`src/rtl/imem_arbiter.sv`:
```
// imem_arbiter: shares one combinational-read, word-indexed instruction memory
// between the CPU fetch port (port 0) and a debug/loader read port (port 1).
// Arbitrates every cycle, drives the memory address and returns registered
// read data one cycle after the grant.
//
// Build option: define IMEM_ARB_FIXED_PRIO_EN for fixed priority (port 0 always
// wins a conflict, no round-robin pointer). Undefined: round-robin.
//
// Ports:
//   clk, rst                 clock (rising edge), synchronous active-high reset
//   mX_req / mX_addr         read request and word address, held until granted
//   mX_gnt                   request accepted this cycle (combinational)
//   mX_rvalid/rdata/err      registered response; err flags an out-of-range address
//   mem_addr                 word address to the instruction memory (0 when idle/out of range)
//   mem_data                 combinational read data from the instruction memory
module imem_arbiter #(
    parameter int unsigned MEM_WORD   = 32,
    parameter int unsigned ADDR_WIDTH = 32,
    parameter int unsigned MEM_DEPTH  = 256
) (
    input  logic                  clk,
    input  logic                  rst,
    input  logic                  m0_req,
    input  logic [ADDR_WIDTH-1:0] m0_addr,
    output logic                  m0_gnt,
    output logic                  m0_rvalid,
    output logic [MEM_WORD-1:0]   m0_rdata,
    output logic                  m0_err,
    input  logic                  m1_req,
    input  logic [ADDR_WIDTH-1:0] m1_addr,
    output logic                  m1_gnt,
    output logic                  m1_rvalid,
    output logic [MEM_WORD-1:0]   m1_rdata,
    output logic                  m1_err,
    output logic [ADDR_WIDTH-1:0] mem_addr,
    input  logic [MEM_WORD-1:0]   mem_data
);

    // Range compare is done at least 32 bits wide so neither the address nor
    // MEM_DEPTH is ever truncated.
    localparam int unsigned CMP_W = (ADDR_WIDTH > 32) ? ADDR_WIDTH : 32;

    logic                  pick1;
    logic [ADDR_WIDTH-1:0] sel_addr;
    logic                  in_range;

    logic                  rvalid0_q, rvalid0_d;
    logic                  rvalid1_q, rvalid1_d;
    logic [MEM_WORD-1:0]   rdata0_q, rdata0_d;
    logic [MEM_WORD-1:0]   rdata1_q, rdata1_d;
    logic                  err0_q, err0_d;
    logic                  err1_q, err1_d;
`ifndef IMEM_ARB_FIXED_PRIO_EN
    // Index of the most recently granted port; the other port wins a conflict.
    logic                  last_q, last_d;
`endif

    // Grant selection; reset masks both grants.
    always_comb begin
`ifdef IMEM_ARB_FIXED_PRIO_EN
        pick1 = m1_req && !m0_req;
`else
        pick1 = m1_req && (!m0_req || !last_q);
`endif
        m0_gnt = !rst && m0_req && !pick1;
        m1_gnt = !rst && pick1;
    end

    // Memory address: granted port's address, or 0 when idle or out of range.
    always_comb begin
        sel_addr = m1_gnt ? m1_addr : m0_addr;
        in_range = CMP_W'(sel_addr) < CMP_W'(MEM_DEPTH);
        mem_addr = ((m0_gnt || m1_gnt) && in_range) ? sel_addr : '0;
    end

    // Response next-state; a non-granted port keeps its rdata/err.
    always_comb begin
        rvalid0_d = m0_gnt;
        rvalid1_d = m1_gnt;
        rdata0_d  = rdata0_q;
        rdata1_d  = rdata1_q;
        err0_d    = err0_q;
        err1_d    = err1_q;
        if (m0_gnt) begin
            rdata0_d = in_range ? mem_data : '0;
            err0_d   = !in_range;
        end
        if (m1_gnt) begin
            rdata1_d = in_range ? mem_data : '0;
            err1_d   = !in_range;
        end
`ifndef IMEM_ARB_FIXED_PRIO_EN
        last_d = last_q;
        if (m0_gnt) begin
            last_d = 1'b0;
        end else if (m1_gnt) begin
            last_d = 1'b1;
        end
`endif
    end

    // State registers; pointer resets to 1 so port 0 wins the first conflict.
    always_ff @(posedge clk) begin
        if (rst) begin
            rvalid0_q <= 1'b0;
            rvalid1_q <= 1'b0;
            rdata0_q  <= '0;
            rdata1_q  <= '0;
            err0_q    <= 1'b0;
            err1_q    <= 1'b0;
`ifndef IMEM_ARB_FIXED_PRIO_EN
            last_q    <= 1'b1;
`endif
        end else begin
            rvalid0_q <= rvalid0_d;
            rvalid1_q <= rvalid1_d;
            rdata0_q  <= rdata0_d;
            rdata1_q  <= rdata1_d;
            err0_q    <= err0_d;
            err1_q    <= err1_d;
`ifndef IMEM_ARB_FIXED_PRIO_EN
            last_q    <= last_d;
`endif
        end
    end

    assign m0_rvalid = rvalid0_q;
    assign m0_rdata  = rdata0_q;
    assign m0_err    = err0_q;
    assign m1_rvalid = rvalid1_q;
    assign m1_rdata  = rdata1_q;
    assign m1_err    = err1_q;

endmodule

```
`config.mk`:
```
export PLATFORM = sky130hd
export DESIGN_NAME = imem_arbiter
export DESIGN_NICKNAME = d
export VERILOG_FILES = /design/src/rtl/imem_arbiter.sv
export SDC_FILE = /design/constraint.sdc
export NUM_CORES = 1
export LEC_CHECK = 0
export CAP_MARGIN = 20
export CORE_MARGIN = 3
export CORE_UTILIZATION = 45
export CTS_BUF_LIST = sky130_fd_sc_hd__clkbuf_4
export DETAILED_ROUTE_END_ITERATION = 10
export DONT_BUFFER_PORTS = 1
export SLEW_MARGIN = 40
export SYNTH_ARGS = -nofsm -noshare
export SYNTH_HDL_FRONTEND = slang
export SYNTH_SLANG_ARGS = --single-unit
```
`constraint.sdc`:
```
create_clock -name clk -period 1.6 [get_ports clk]
set_input_delay 0.24 -clock clk [delete_from_list [all_inputs] [get_ports clk]]
set_output_delay 0.24 -clock clk [all_outputs]
set_load 0.1 [all_outputs]
```
Yosys cells after proc, flatten, opt, wreduce, memory -nomap -nowiden

Cells that the tools add are included.

Register bits after elaboration: 69
Output and inout port bits: 102
Word-level logic and storage cells: 26

$lt $le $gt $ge: 1
Muxes and demuxes: 5
Reduce and logical (&&, ||, !) cells: 13

Operator list:

| kind                                                                  | count |
|---|---|
| 32-bit 2-to-1 mux                                                     | 3 |
| 32-bit by 9-bit < comparator with 1-bit output, second input constant | 1 |
| 1-bit logical AND                                                     | 5 |
| 1-bit zero test                                                       | 5 |
| 1-bit logical OR                                                      | 2 |
| 1-bit 2-to-1 mux                                                      | 2 |
| 2-bit nonzero test                                                    | 1 |

Depth between registers and ports, before layout

Word-level depth: 8
Depth in mapped cells: 7
Depth with buffers taken out: 4

Worst setup path after synthesis

Ideal clock, no wire load.

Path kind: register to output
Start: reg last_q
End: out mem_addr[0]
Arrival: 3.356 ns
Data required time: 1.360 ns
Slack: -1.996 ns
Stages on the path, launching flop included: 6
Cell sequence: dfxtp_1 > a21bo_2 > nor2_1 > clkbuf_1 > nand3_1 > a21oi_1

Cells in the longest elaborated chain, start to end: 8

Ends and longest elaborated chain:

| item                                           | RTL line | source |
|---|---|---|
| start, declared                                | 55       | `logic last_q, last_d;` |
| start signal, assigned                         | 122      | `last_q <= last_d;` |
| 1-bit zero test (*)                            | 63       | `pick1 = m1_req && (!m0_req \|\| !last_q);` |
| 1-bit logical OR (*)                           | 63       |  |
| 1-bit logical AND (*)                          | 63       |  |
| 1-bit logical AND (*)                          | 66       | `m1_gnt = !rst && pick1;` |
| via m1_gnt                                     | 31       | `output logic m1_gnt,` |
| 32-bit 2-to-1 mux                              | 71       | `sel_addr = m1_gnt ? m1_addr : m0_addr;` |
| 32-bit by 9-bit < comparator with 1-bit output | 72       | `in_range = CMP_W'(sel_addr) < CMP_W'(MEM_DEPTH);` |
| 1-bit logical AND                              | 73       | `mem_addr = ((m0_gnt \|\| m1_gnt) && in_range) ? sel_addr : '0;` |
| 32-bit 2-to-1 mux (*)                          | 73       |  |
| end, declared                                  | 35       | `output logic [ADDR_WIDTH-1:0] mem_addr,` |

The timed path passes the listed nets; every way through them passes the cells marked *.

Final worst setup path

Start: reg last_q
End: out mem_addr[4]

Cells in the longest elaborated chain, start to end: 8

Ends and longest elaborated chain:

| item                                                                                      | RTL line |
|---|---|
| 1-bit zero test (*)                                                                       | 63 |
| 1-bit logical OR (*)                                                                      | 63 |
| 1-bit logical AND (*)                                                                     | 63 |
| 1-bit logical AND / 1-bit zero test (equally long branches)                               | 66, 65 |
| 32-bit 2-to-1 mux / 1-bit logical AND (equally long branches)                             | 71, 65 |
| 32-bit by 9-bit < comparator with 1-bit output / 1-bit logical OR (equally long branches) | 72, 73 |
| 1-bit logical AND                                                                         | 73 |
| 32-bit 2-to-1 mux (*)                                                                     | 73 |

Mark *: on every way between the ends. The rest lies on a longest branch, timed or not.

==> out/qor.csv <==
stage,metric,value,unit
logic_synthesis,synth_common_cells,"dfxtp_1 (69), a22o_1 (65), buf_4 (25)",
sta,final_min_period_over_clock_period,127.9,%
sta,fin_ws,-0.4462,ns
global_route,grt_overflow_total,0,
floorplan,fp.dieArea,6909,µm²
finish,stdcell_count,437,
sta,rsz0062_at_grt,yes,
clock_tree,cts.sinks,69,
logic_synthesis,synth_most_common_cell,dfxtp_1,
clock_tree,cts_tree,yes,
power_and_ir_drop,p_leak,1.749,nW
sta,maxSlewViolCount,0,
placed_design,post-place-ws,-0.08547,ns
sta,hold_viol_final,0,
clock_tree,clock_latency,0.40,ns
power_and_ir_drop,totalPowerFinal,0.003522,W
placed_design,gp_congestion,0.7477,
global_route,grt_max_degree,33,
sta,finClkSkew,0.02133,ns
critical_path,worstPathRequired,1.36,ns
placed_design,dp_hpwl,5.517,mm
worst_hold_path,min_path_cells,1,
finish,layout-drive-gt1-share,36.71,%
floorplan,core_area,5642,µm²
global_route,use_met2,40.74,%
worst_hold_path,min_path_type,input pin to flop,
logic_synthesis,synth-main-ff-cell,dfxtp_1,
global_route,grt_pass1_wl,12.28,mm
critical_path,r2r_end,m0_rdata[14]$_SDFFE_PP0P_,
critical_path,cpLargestDelayFamily,multiplexers,
power_and_ir_drop,ir_drop,658.3,µV
logic_synthesis,yosysSeqAreaShare,51.61,%
critical_path,reg2reg_depth,7,
route,vias_per_cell,5.391,
logic_synthesis,syn_avg_cell_area,11.39,µm²
clock_tree,h-tree-depth,3,
finish,fillCellCount,417,
power_and_ir_drop,p_per_area,862.4,nW/µm²
clock_tree,clockBufferDepth,2,
critical_path,crit-reg2reg-launch,last_q$_SDFFE_PP1N_,
logic_synthesis,synth.ff_latch_count,69,
placed_design,port_buffers,0,
route,drtAntennaViolNets,0,
logic_synthesis,synth_top_area_share,51.61,%
global_route,use_met1,23.61,%
route,drc,0,
sta,period_needed,2.046,ns
floorplan,dieWidth,83.12,µm
global_route,grt_pass1_vias,2392,
logic_synthesis,synthTopCellsByArea,"dfxtp_1 (52%), a22o_1 (21%), buf_4 (7.0%)",
finish,antennaDiodeCount,0,
placed_design,placed_cells,382,
outcome,outcome,finished with violations,
outcome,violations,setup timing,
critical_path,path_max_fanout,8,
finish,nets,460,
critical_path,slowest_stage,mux2_4,
clock_tree,cts_root_buf,clkbuf_4,
clock_tree,clk_pin_slew,0.10,ns
logic_synthesis,synth_warnings,0,
floorplan,start_util,47.44,%
global_route,met3_usage,6.052,%
flow_run,maxCapViolCount,0,
route,drt_iter0_markers,67,
floorplan,ios,202,
floorplan,die_h,83.12,µm
route,totalWireLength,8.198,mm
global_route,antenna_found_initial,0,
critical_path,path_buf_inv,1,
logic_synthesis,synthArstFlopShare,0,%
logic_synthesis,synth_edf_count,0,
sta,setup_viol_count_final,12,
logic_synthesis,yosys.area.top_type,dfxtp_1,
critical_path,path_class,flop to primary output,
floorplan,placementRows,27,
critical_path,critPathCaptureType,primary output,
clock_tree,cts_buffers,9,
route,vias,2356,
critical_path,ff2ff_setup_slack,-0.01,ns
route,wl_per_cell,18.76,µm
worst_hold_path,hold_start,rst,
logic_synthesis,syn_area,2676,µm²
critical_path,crit_path_cell_trace,"a21bo_4, nor2_4, mux2_4, a21oi_4, buf_12",
global_route,grt_most_used_layer,met2,
worst_hold_path,holdPathEnd,m0_rvalid$_SDFF_PP0_,
critical_path,critPathMaxStageDelay,0.41,ns
global_route,grt_usage,22.23,%
sta,fmax,488.7,MHz
critical_path,start_kind,flop,
logic_synthesis,synth_cells,235,
finish,area_growth,52.59,%
sta,whs,0.03989,ns
critical_path,cp.arrival,1.81,ns
logic_synthesis,synth_cell_types,25,
route,dr.pass1.iters,4,
## what timing repair did
item | 4_1_cts | 5_1_grt
gates resized for setup | 8 | 3
hold buffers | 34 | 0
cloned | 0 | 3
setup buffers | 2 | 0
pin swaps | 1 | 0
setup endpoints to repair | 10 | 41
hold endpoints to repair | 68 | 0
## layer usage
| metal | wire length (µm) | part of all wire [%] | vias up |
|---|---|---|---|
| met3 | 626 | 7.6 | 15 |
| met4 | 149 | 1.8 | 0 |
| met1 | 3082 | 38 | 1115 |
| met2 | 4340 | 53 | 124 |
| li1 | - | - | 1102 |
| met5 | 0 | 0 | - |
## cell type report
| class | count | area [µm²] | share of cell area (%) |
|---|---|---|---|
| Sequential cell | 69 | 1383 | 33.85 |
| Inverter | 1 | 3.754 | 0.09191 |
| Tap cell | 72 | 90.09 | 2.206 |
| Clock inverter | 6 | 87.58 | 2.145 |
| Timing Repair Buffer | 133 | 1292 | 31.65 |
| Clock buffer | 10 | 75.07 | 1.838 |
| Multi-Input combinational cell | 146 | 1152 | 28.22 |
## cells in the final DEF (no fill, tap or decap), drive strengths merged, types with 4 or more instances in the layout
cell	n
buf	97
a21oi	10
clkbuf	12
nand3	17
dfxtp	69
dlygate4sd3	34
conb	24
a22o	65
clkinv	4
nor4	12
## registers in the layout (all words and copies together), names as in the netlist
signal and count:
m1_err 1, m0_rvalid 1, m1_rvalid 1, m1_rdata 32, last_q 1, m0_rdata 32, m0_err 1
## kinds of logic after synthesis
logic type             count (synthesis)  share of synthesized area [%]
buffers and inverters                 43                          13.14
other                                  1                         0.1401
multiplexers                           1                         0.4207
AO/OA/AOI/OAI                         78                          23.98
AND/OR/NAND/NOR                       43                          10.71
flip-flops                            69                          51.61
## how the worst max path moves through the flow
stage,startpoint,to,slack [ns],depth (start not counted)
2_1_floorplan,last_q$_SDFFE_PP1N_,mem_addr[0],-0.27,4
3_3_place_gp,m1_addr[27],mem_addr[4],-0.05,5
3_5_place_dp,m1_addr[27],mem_addr[4],-0.09,5
4_1_cts,last_q$_SDFFE_PP1N_,mem_addr[4],-0.49,5
5_1_grt,last_q$_SDFFE_PP1N_,mem_addr[4],-0.53,5
6_report,last_q$_SDFFE_PP1N_,mem_addr[4],-0.45,5
## worst reg2reg max path, stage by stage (launching register included)
cell,delay [ns]
dfxtp_2,0.34
buf_4,0.13
nand2b_4,0.13
and3b_1,0.17
buf_6,0.14
and4bb_4,0.25
clkbuf_16,0.18
a22o_1,0.19
## power by group
group | internal [W] | switching [W] | total, W | leakage (nW)
Combinational | 0.000122 | 0.000413 | 0.000535 | 1.10
Clock | 0.000652 | 0.000606 | 0.00126 | 0.0903
Sequential | 0.00173 | 0.00000336 | 0.00173 | 0.556
Total | 0.00250 | 0.00102 | 0.00352 | 1.75
## through the flow
| stage | instance area (µm²) | TNS [ns] | utilization (%) |
|---|---|---|---|
| after floorplan | 2908 | -2.543 | - |
| after global placement | 3461 | -0.3783 | 61.34 |
| after detailed placement | 3461 | -1.201 | 61.34 |
| after CTS | 4015 | -4.164 | 71.17 |
| after global routing | 4084 | -5.308 | 72.39 |
| final | 4084 | -3.783 | 72.39 |
Note: power is estimated with default switching activity, not from simulation.
